--- src/rtl/forwarding_control.sv ---
// Purpose : operand-forwarding hazard tracker; drives One/Two selects of the E-stage mux and a load-use stall.
// Latency : selects registered, 1 cycle (valid while the instruction sits in E); stall combinational, same cycle.
// Backpres: stall holds PC/D for exactly one cycle per load-use hazard; flush squashes D and suppresses stall.
//
// Optional feature macro: FWD_R0_ZERO_EN -- when defined, r0 is hardwired zero and never forwards or stalls.
//
// Ports:
//   clk, rst                      rising-edge clock, synchronous active-high reset
//   id_valid                      D holds a real instruction
//   id_src_a/b, id_use_a/b        D source registers and whether each is actually read
//   id_dest, id_wr, id_load       D destination, write flag, load flag
//   flush                         squash D; it enters E as a bubble
//   One_A/B, Two_A/B              registered mux selects (One = E->M result, Two = M->W result)
//   stall                         combinational load-use stall
module forwarding_control #(
    parameter int REG_BITS = 4
) (
    input  logic                clk,
    input  logic                rst,
    input  logic                id_valid,
    input  logic [REG_BITS-1:0] id_src_a,
    input  logic [REG_BITS-1:0] id_src_b,
    input  logic                id_use_a,
    input  logic                id_use_b,
    input  logic [REG_BITS-1:0] id_dest,
    input  logic                id_wr,
    input  logic                id_load,
    input  logic                flush,
    output logic                One_A,
    output logic                One_B,
    output logic                Two_A,
    output logic                Two_B,
    output logic                stall
);

    // E slot: instruction one ahead of D
    logic                e_valid;
    logic [REG_BITS-1:0] e_dest;
    logic                e_wr;
    logic                e_load;
    // M slot: instruction two ahead of D
    logic                m_valid;
    logic [REG_BITS-1:0] m_dest;
    logic                m_wr;

    // A slot is "live" when it will actually produce a forwardable register value.
    logic e_live;
    logic m_live;
`ifdef FWD_R0_ZERO_EN
    // r0 reads as constant zero, so a write to it is never a dependency.
    assign e_live = e_valid & e_wr & (e_dest != '0);
    assign m_live = m_valid & m_wr & (m_dest != '0);
`else
    assign e_live = e_valid & e_wr;
    assign m_live = m_valid & m_wr;
`endif

    logic match_e_a, match_e_b, match_m_a, match_m_b;
    assign match_e_a = e_live & (e_dest == id_src_a);
    assign match_e_b = e_live & (e_dest == id_src_b);
    assign match_m_a = m_live & (m_dest == id_src_a);
    assign match_m_b = m_live & (m_dest == id_src_b);

    // Load result exists only at the end of M, so a consumer directly behind a load waits one cycle.
    // A flushed D needs no operands, so flush masks the stall.
    logic load_use;
    assign load_use = id_valid & e_load &
                      ((id_use_a & match_e_a) | (id_use_b & match_e_b));
    assign stall    = load_use & ~flush;

    logic advancing;
    assign advancing = id_valid & ~stall & ~flush;

    always_ff @(posedge clk) begin
        if (rst) begin
            e_valid <= 1'b0;
            e_dest  <= '0;
            e_wr    <= 1'b0;
            e_load  <= 1'b0;
            m_valid <= 1'b0;
            m_dest  <= '0;
            m_wr    <= 1'b0;
            One_A   <= 1'b0;
            One_B   <= 1'b0;
            Two_A   <= 1'b0;
            Two_B   <= 1'b0;
        end else begin
            // The load leaves E on the stall cycle, which bounds the stall to one cycle.
            m_valid <= e_valid;
            m_dest  <= e_dest;
            m_wr    <= e_wr;
            e_valid <= advancing;
            e_dest  <= id_dest;
            e_wr    <= id_wr;
            e_load  <= id_load;
            // Newest writer wins: One takes priority, Two only when E does not match.
            // An E-resident load never drives One; that case has stalled and resolves via Two.
            One_A   <= advancing & id_use_a & match_e_a & ~e_load;
            One_B   <= advancing & id_use_b & match_e_b & ~e_load;
            Two_A   <= advancing & id_use_a & ~match_e_a & match_m_a;
            Two_B   <= advancing & id_use_b & ~match_e_b & match_m_b;
        end
    end

endmodule

--- config.mk ---
export PLATFORM = sky130hd
export DESIGN_NAME = forwarding_control
export DESIGN_NICKNAME = d
export VERILOG_FILES = /design/src/rtl/forwarding_control.sv
export SDC_FILE = /design/constraint.sdc
export NUM_CORES = 1
export LEC_CHECK = 0
export ABC_AREA = 1
export CAP_MARGIN = 20
export CORE_MARGIN = 2
export CORE_UTILIZATION = 43
export CTS_BUF_LIST = sky130_fd_sc_hd__clkbuf_4
export DETAILED_ROUTE_END_ITERATION = 10
export GPL_TIMING_DRIVEN = 0
export PLACE_DENSITY = 0.87
export SLEW_MARGIN = 20
export SYNTH_ARGS = -nofsm -noshare
export SYNTH_HDL_FRONTEND = slang
export SYNTH_SLANG_ARGS = --single-unit
--- constraint.sdc ---
create_clock -name clk -period 1.1 [get_ports clk]
set_input_delay 0.22 -clock clk [delete_from_list [all_inputs] [get_ports clk]]
set_output_delay 0.22 -clock clk [all_outputs]
set_load 0.01 [all_outputs]
==> flow_summary.ini, run 1 <==
[outcome]
status = finished, violations left
violations = setup timing

[die]
die-area_um2 = 2280
placementRows = 15
boundaryPins = 25
core-area_um2 = 1760
dieHeight_um = 47.8
initial_core_util_pct = 46.7
die_w_um = 47.8

[cells_and_area]
diodes = 0
drive_gt1_share_pct = 32.4
final-seq-area_um2 = 347
nets = 169
fillCellCount = 156
area_growth_pct = 43.6
multi_input_area_um2 = 435
post-route-cell-area_um2 = 1180
fin_util_pct = 67.1

[clock_tree]
cts_tree = done
worstSkewPairLatency_ns = 0.29
tritoncts_num_sinks = 17
cts.hold.buffers_added = 0
cts-root-buf = clkbuf_4
path_clk_slew_ns = 0.10
h-tree-depth = 1
cts_buffers = 3
clockBufferDepth = 2

[synthesis]
synthTopCellsByArea = dfxtp_1 (41%), nand2_1 (12%), inv_1 (8.6%)
synthArstFlopShare_pct = 0
synth_common_cells = nand2_1 (26), inv_1 (19), dfxtp_1 (17)
synth_top_area_cell = dfxtp_1
synth.avg_cell_area_um2 = 7.11
netlist_instances = 116
synth_top_area_share_pct = 41.3
syn_nets = 136
synth_seq_area_share_pct = 41.3
synth_most_common_cell = nand2_1
ys_ff_latch = 17
synth_flop_cell = dfxtp_1
synth.distinct_cells = 19
yosysWarnings = 0
synth-edff-count = 0
syn_area_um2 = 825

[global_routing]
grt_max_degree = 11
grt_pass1_vias = 721
overflow = 0
grt_pass1_wl_mm = 2.79
antenna_found_initial = 0
grt_usage_pct = 17.8

[timing]
tns_ns = -1.42
max-slew-margin-rel_pct = 76.6
setup_slack_ns = -0.491
worst_pin_slew_ns = 0.350
setup_viol = 6
holdWs_ns = 0.419
fin_skew_ns = 0.00168
fin_crit_ns = 1.59
hold_viol = 0
rsz0062_at_grt = true
timing.final.crit_share_pct = 145
drv_slew = 0
max_freq_mhz = 629

[placement]
hpwl_mm = 1.36
gp_congestion = 0.824
dpl_cell_area_um2 = 1100
post-place-ws_ns = -1.03
io_buffers = 24

[pwr]
cellLeakagePower_nw = 0.562
irDropWorstVdd_mv = 0.773
power_density_nw_per_um2 = 1020

[setup_path]
end_kind = output pin
criticalPathCategory = in2out
critical-path-max-stage-delay_ns = 0.52
cp_max_fo = 3
path_delay_family = buffers and inverters
start_kind = input port
cp_num_buf_inv = 3
crit_path_top_delay_cell = clkdlybuf4s50_1
crit_arrival_ns = 1.37
crit_chain = clkdlybuf4s50_1 > o21ai_1 > nor2_2 > nand3_2 > nand2_1 > nand2_2 > inv_2 > buf_6
cp.required_ns = 0.88

[detailed_routing]
first_pass_iters = 4
drtIter0Drc = 20
vias_per_cell = 4.63
wire_per_inst_um = 10.3
ant_nets = 0
route.vias.total = 801
route.detailed.drc = 0
wl_mm = 1.78

[flow_run]
drv_cap = 0

[min_path]
hold_class = in2reg
==> worst paths after layout <==
kind                              from                  to  slack (ns)  cells past startpoint
setup / recovery           id_src_b[3]               stall       -0.49                      8
hold / removal                   id_wr     e_wr$_SDFF_PP0_        0.42                      3
setup reg to reg  e_dest[0]$_SDFF_PP0_  e_valid$_SDFF_PP0_       -0.17                     10
hold reg to reg     e_valid$_SDFF_PP0_  m_valid$_SDFF_PP0_        0.43                      2
==> power breakdown <==
group | switching (mW) | leakage [nW] | internal [mW]
sequential | 0.0149 | 0.141 | 0.639
combinational | 0.105 | 0.403 | 0.105
clock | 0.207 | 0.0177 | 0.136
total | 0.327 | 0.562 | 0.879
==> per-stage QoR <==
stage                     cells  power (mW)
final                       173        1.21
after global placement      165       0.854
after detailed placement    165       0.863
after global routing        173        1.25
after floorplan             116       0.762
after CTS                   173        1.20
==> timing repair <==
item | in CTS | in global routing
buffers inserted | 4 | 0
pin swaps | 7 | 3
endpoints found under the hold margin | 0 | 0
setup endpoints to repair | 19 | 10
gates resized for setup | 24 | 14
==> sequential cells by signal, indices dropped and copies added (netlist names) <==
register,flops
e_valid,1
m_valid,1
Two_B,1
m_wr,1
One_A,1
e_load,1
e_wr,1
e_dest,4
m_dest,4
One_B,1
Two_A,1
==> worst reg2reg max path: stages, from the launching register on <==
cell and delay (ns):
dfxtp_2 0.36, inv_2 0.05, nand2_1 0.08, nand3_2 0.09, nor2_4 0.11, nand3_2 0.08
nand2_1 0.09, nand2_2 0.06, buf_4 0.15, nand2_8 0.08, nor2_2 0.03
==> metal layers <==
layer / global-route usage, % / up-vias / routed length [um]
met5: 0 / - / 0
met1: 18.9 / 362 / 690
li1: - / 406 / -
met2: 32.3 / 24 / 948
met4: 10.8 / 0 / 71
met3: 3.02 / 9 / 70
==> cells by family after synthesis <==
kind of cell,synth area share (%)
AOI/OAI and AO/OA,0.606
DFF,41.3
buffers and inverters,10.9
and+or+nand+nor,39.8
xor gates and xnor gates,7.44
==> layout make-up <==
cell class | count | area share, %
timing repair buffer | 28 | 21.2
sequential | 17 | 29.3
tap | 25 | 2.64
buffer | 1 | 0.423
multi-input combinational | 75 | 36.8
inverter | 23 | 7.29
clock buffer | 3 | 1.90
clock inverter | 1 | 0.423
==> layout by cell type, fill, tap and decap left out, types with 3 or more instances in the layout <==
master,netlist,layout
dfxtp_2,0,5
nor2_2,8,6
nor2_1,15,15
nand2_1,26,24
nand3_2,2,4
inv_1,19,14
buf_4,0,4
xor2_1,5,4
clkdlybuf4s50_1,0,12
nor3_1,3,3
nor2_4,1,3
nand2_2,2,4
dfxtp_1,17,12
clkbuf_4,0,3
dlygate4sd2_1,0,6
clkbuf_2,0,4
inv_2,4,9
No activity file was read; power rests on OpenSTA's default activity.
==> inputs of run 2 (changes only) <==
- CORE_UTILIZATION: 43 -> 40
- CTS_BUF_LIST: sky130_fd_sc_hd__clkbuf_4 -> unset
- GPL_TIMING_DRIVEN: 0 -> unset
- PLACE_DENSITY: 0.87 -> 0.83
==> flow_summary.ini, run 2 (synthesis results as in run 1) <==
[timing]
fin_skew_ns = 0.000580
worst_pin_slew_ns = 0.335
setup_viol = 6
max-slew-margin-rel_pct = 77.6
fin_crit_ns = 1.62
drv_slew = 0
timing.final.crit_share_pct = 147
max_freq_mhz = 617
hold_viol = 0
setup_slack_ns = -0.521
rsz0062_at_grt = true

[setup_path]
cp-endpoint = stall
crit_arrival_ns = 1.40
rr_worst_depth = 11
critical-path-max-stage-delay_ns = 0.45
start_kind = input port
crit_path_top_delay_cell = clkdlybuf4s50_1
critPathMostFrequentCell = nand2_2
end_kind = output pin
r2r-start = e_dest[3]$_SDFF_PP0_
cp-startpoint = id_src_b[3]
cp.required_ns = 0.88
crit_chain = clkdlybuf4s50_1 > nand2_1 > nand2_2 > nor2_2 > nand3_2 > nand2_2 > nand2_2 > inv_2 > buf_6
cp_max_fo = 3
rr_endpoint = e_valid$_SDFF_PP0_
r2r_slack_ns = -0.31
criticalPathCategory = in2out

[die]
dieHeight_um = 49.4
die_w_um = 49.4
boundaryPins = 25
initial_core_util_pct = 42.0
placementRows = 16
die-area_um2 = 2440
core-area_um2 = 1960

[cells_and_area]
largest_registers = e_dest: 4 flops, m_dest: 4 flops
final_cell_mix = buf_4 (18), nand2_1 (16), inv_1 (16)
multi_input_area_um2 = 467
nets = 183
area_growth_pct = 61.6
fillCellCount = 184
layout_commonest_cell = buf_4
post-route-cell-area_um2 = 1330
final-seq-area_um2 = 350
drive_gt1_share_pct = 42.0
diodes = 0

[pwr]
power_density_nw_per_um2 = 953
cellLeakagePower_nw = 0.623
totalPowerFinal_mw = 1.27
irDropWorstVdd_mv = 0.687

[clock_tree]
cts.hold.buffers_added = 0
worstSkewPairLatency_ns = 0.29
path_clk_slew_ns = 0.10
cts_buffers = 3
tritoncts_num_sinks = 17
h-tree-depth = 1
cts_tree = done
cts-root-buf = clkbuf_4
clockBufferDepth = 2

[global_routing]
antenna_found_initial = 0
grt_pass1_wl_mm = 3.48
overflow = 0
grt_max_degree = 14
grt_usage_pct = 18.8
grt_pass1_vias = 833

[placement]
dpl_cell_area_um2 = 1220
gp_congestion = 0.894
hpwl_mm = 1.50
io_buffers = 24

[outcome]
status = finished, violations left
violations = setup timing

[min_path]
hold_class = in2reg

[detailed_routing]
first_pass_iters = 4
route.vias.total = 882
ant_nets = 0
route.detailed.drc = 0
drtIter0Drc = 20
wire_per_inst_um = 12.1
wl_mm = 2.29
vias_per_cell = 4.67

[flow_run]
drv_cap = 0
## run 2: power breakdown
part	internal [mW]	switching, mW
Combinational	0.146	0.131
Sequential	0.638	0.0155
Clock	0.141	0.198
Total	0.925	0.344
## run 2: metrics by stage
step           setup slack (ns)  hold WS [ns]  cells  util, %  setup TNS [ns]
3_5_place_dp             -0.974         0.418    182     62.1           -4.00
5_1_grt                  -0.586         0.426    189     67.9           -2.34
3_3_place_gp             -0.948         0.408    182     62.1           -3.86
6_report                 -0.521         0.421    189     67.9           -2.07
4_1_cts                  -0.468         0.419    188     65.6           -1.76
2_1_floorplan           0.00312         0.291    116        -               0
## run 2: what timing repair did
item	CTS	global route
buffers inserted	2	1
setup endpoints to repair	10	10
gates resized for setup	28	19
pin swaps	8	7
## run 2: layout make-up
cell class	instances	area share (%)
inverters	23	6.48
clock buffers	4	1.97
flip-flops and latches	17	26.3
well taps	27	2.54
repair buffers	43	27.7
multi-input cells	75	35.0
## run 2: critical path: cells and delay by family
| kind | cells | cell delay, ns |
|---|---|---|
| buf+inv | 3 | 0.60 |
| simple gates | 6 | 0.57 |
## run 2: how the worst min path moves through the flow
stage	slack [ns]	start	cells after the start	to
after floorplan	0.29	rst	1	m_valid$_SDFF_PP0_
after global placement	0.41	e_valid$_SDFF_PP0_	2	m_valid$_SDFF_PP0_
after detailed placement	0.42	e_wr$_SDFF_PP0_	2	m_wr$_SDFF_PP0_
after CTS	0.42	id_wr	3	e_wr$_SDFF_PP0_
after global routing	0.43	id_load	3	e_load$_SDFF_PP0_
final	0.42	id_wr	3	e_wr$_SDFF_PP0_
## run 2: routing by layer
| metal | global-route usage [%] | up-vias | share of wire, % |
|---|---|---|---|
| li1 | - | 429 | - |
| met1 | 21.1 | 409 | 39 |
| met2 | 31.5 | 35 | 51 |
| met3 | 3.99 | 9 | 5.2 |
| met4 | 13.0 | 0 | 4.5 |
| met5 | 0 | - | 0 |
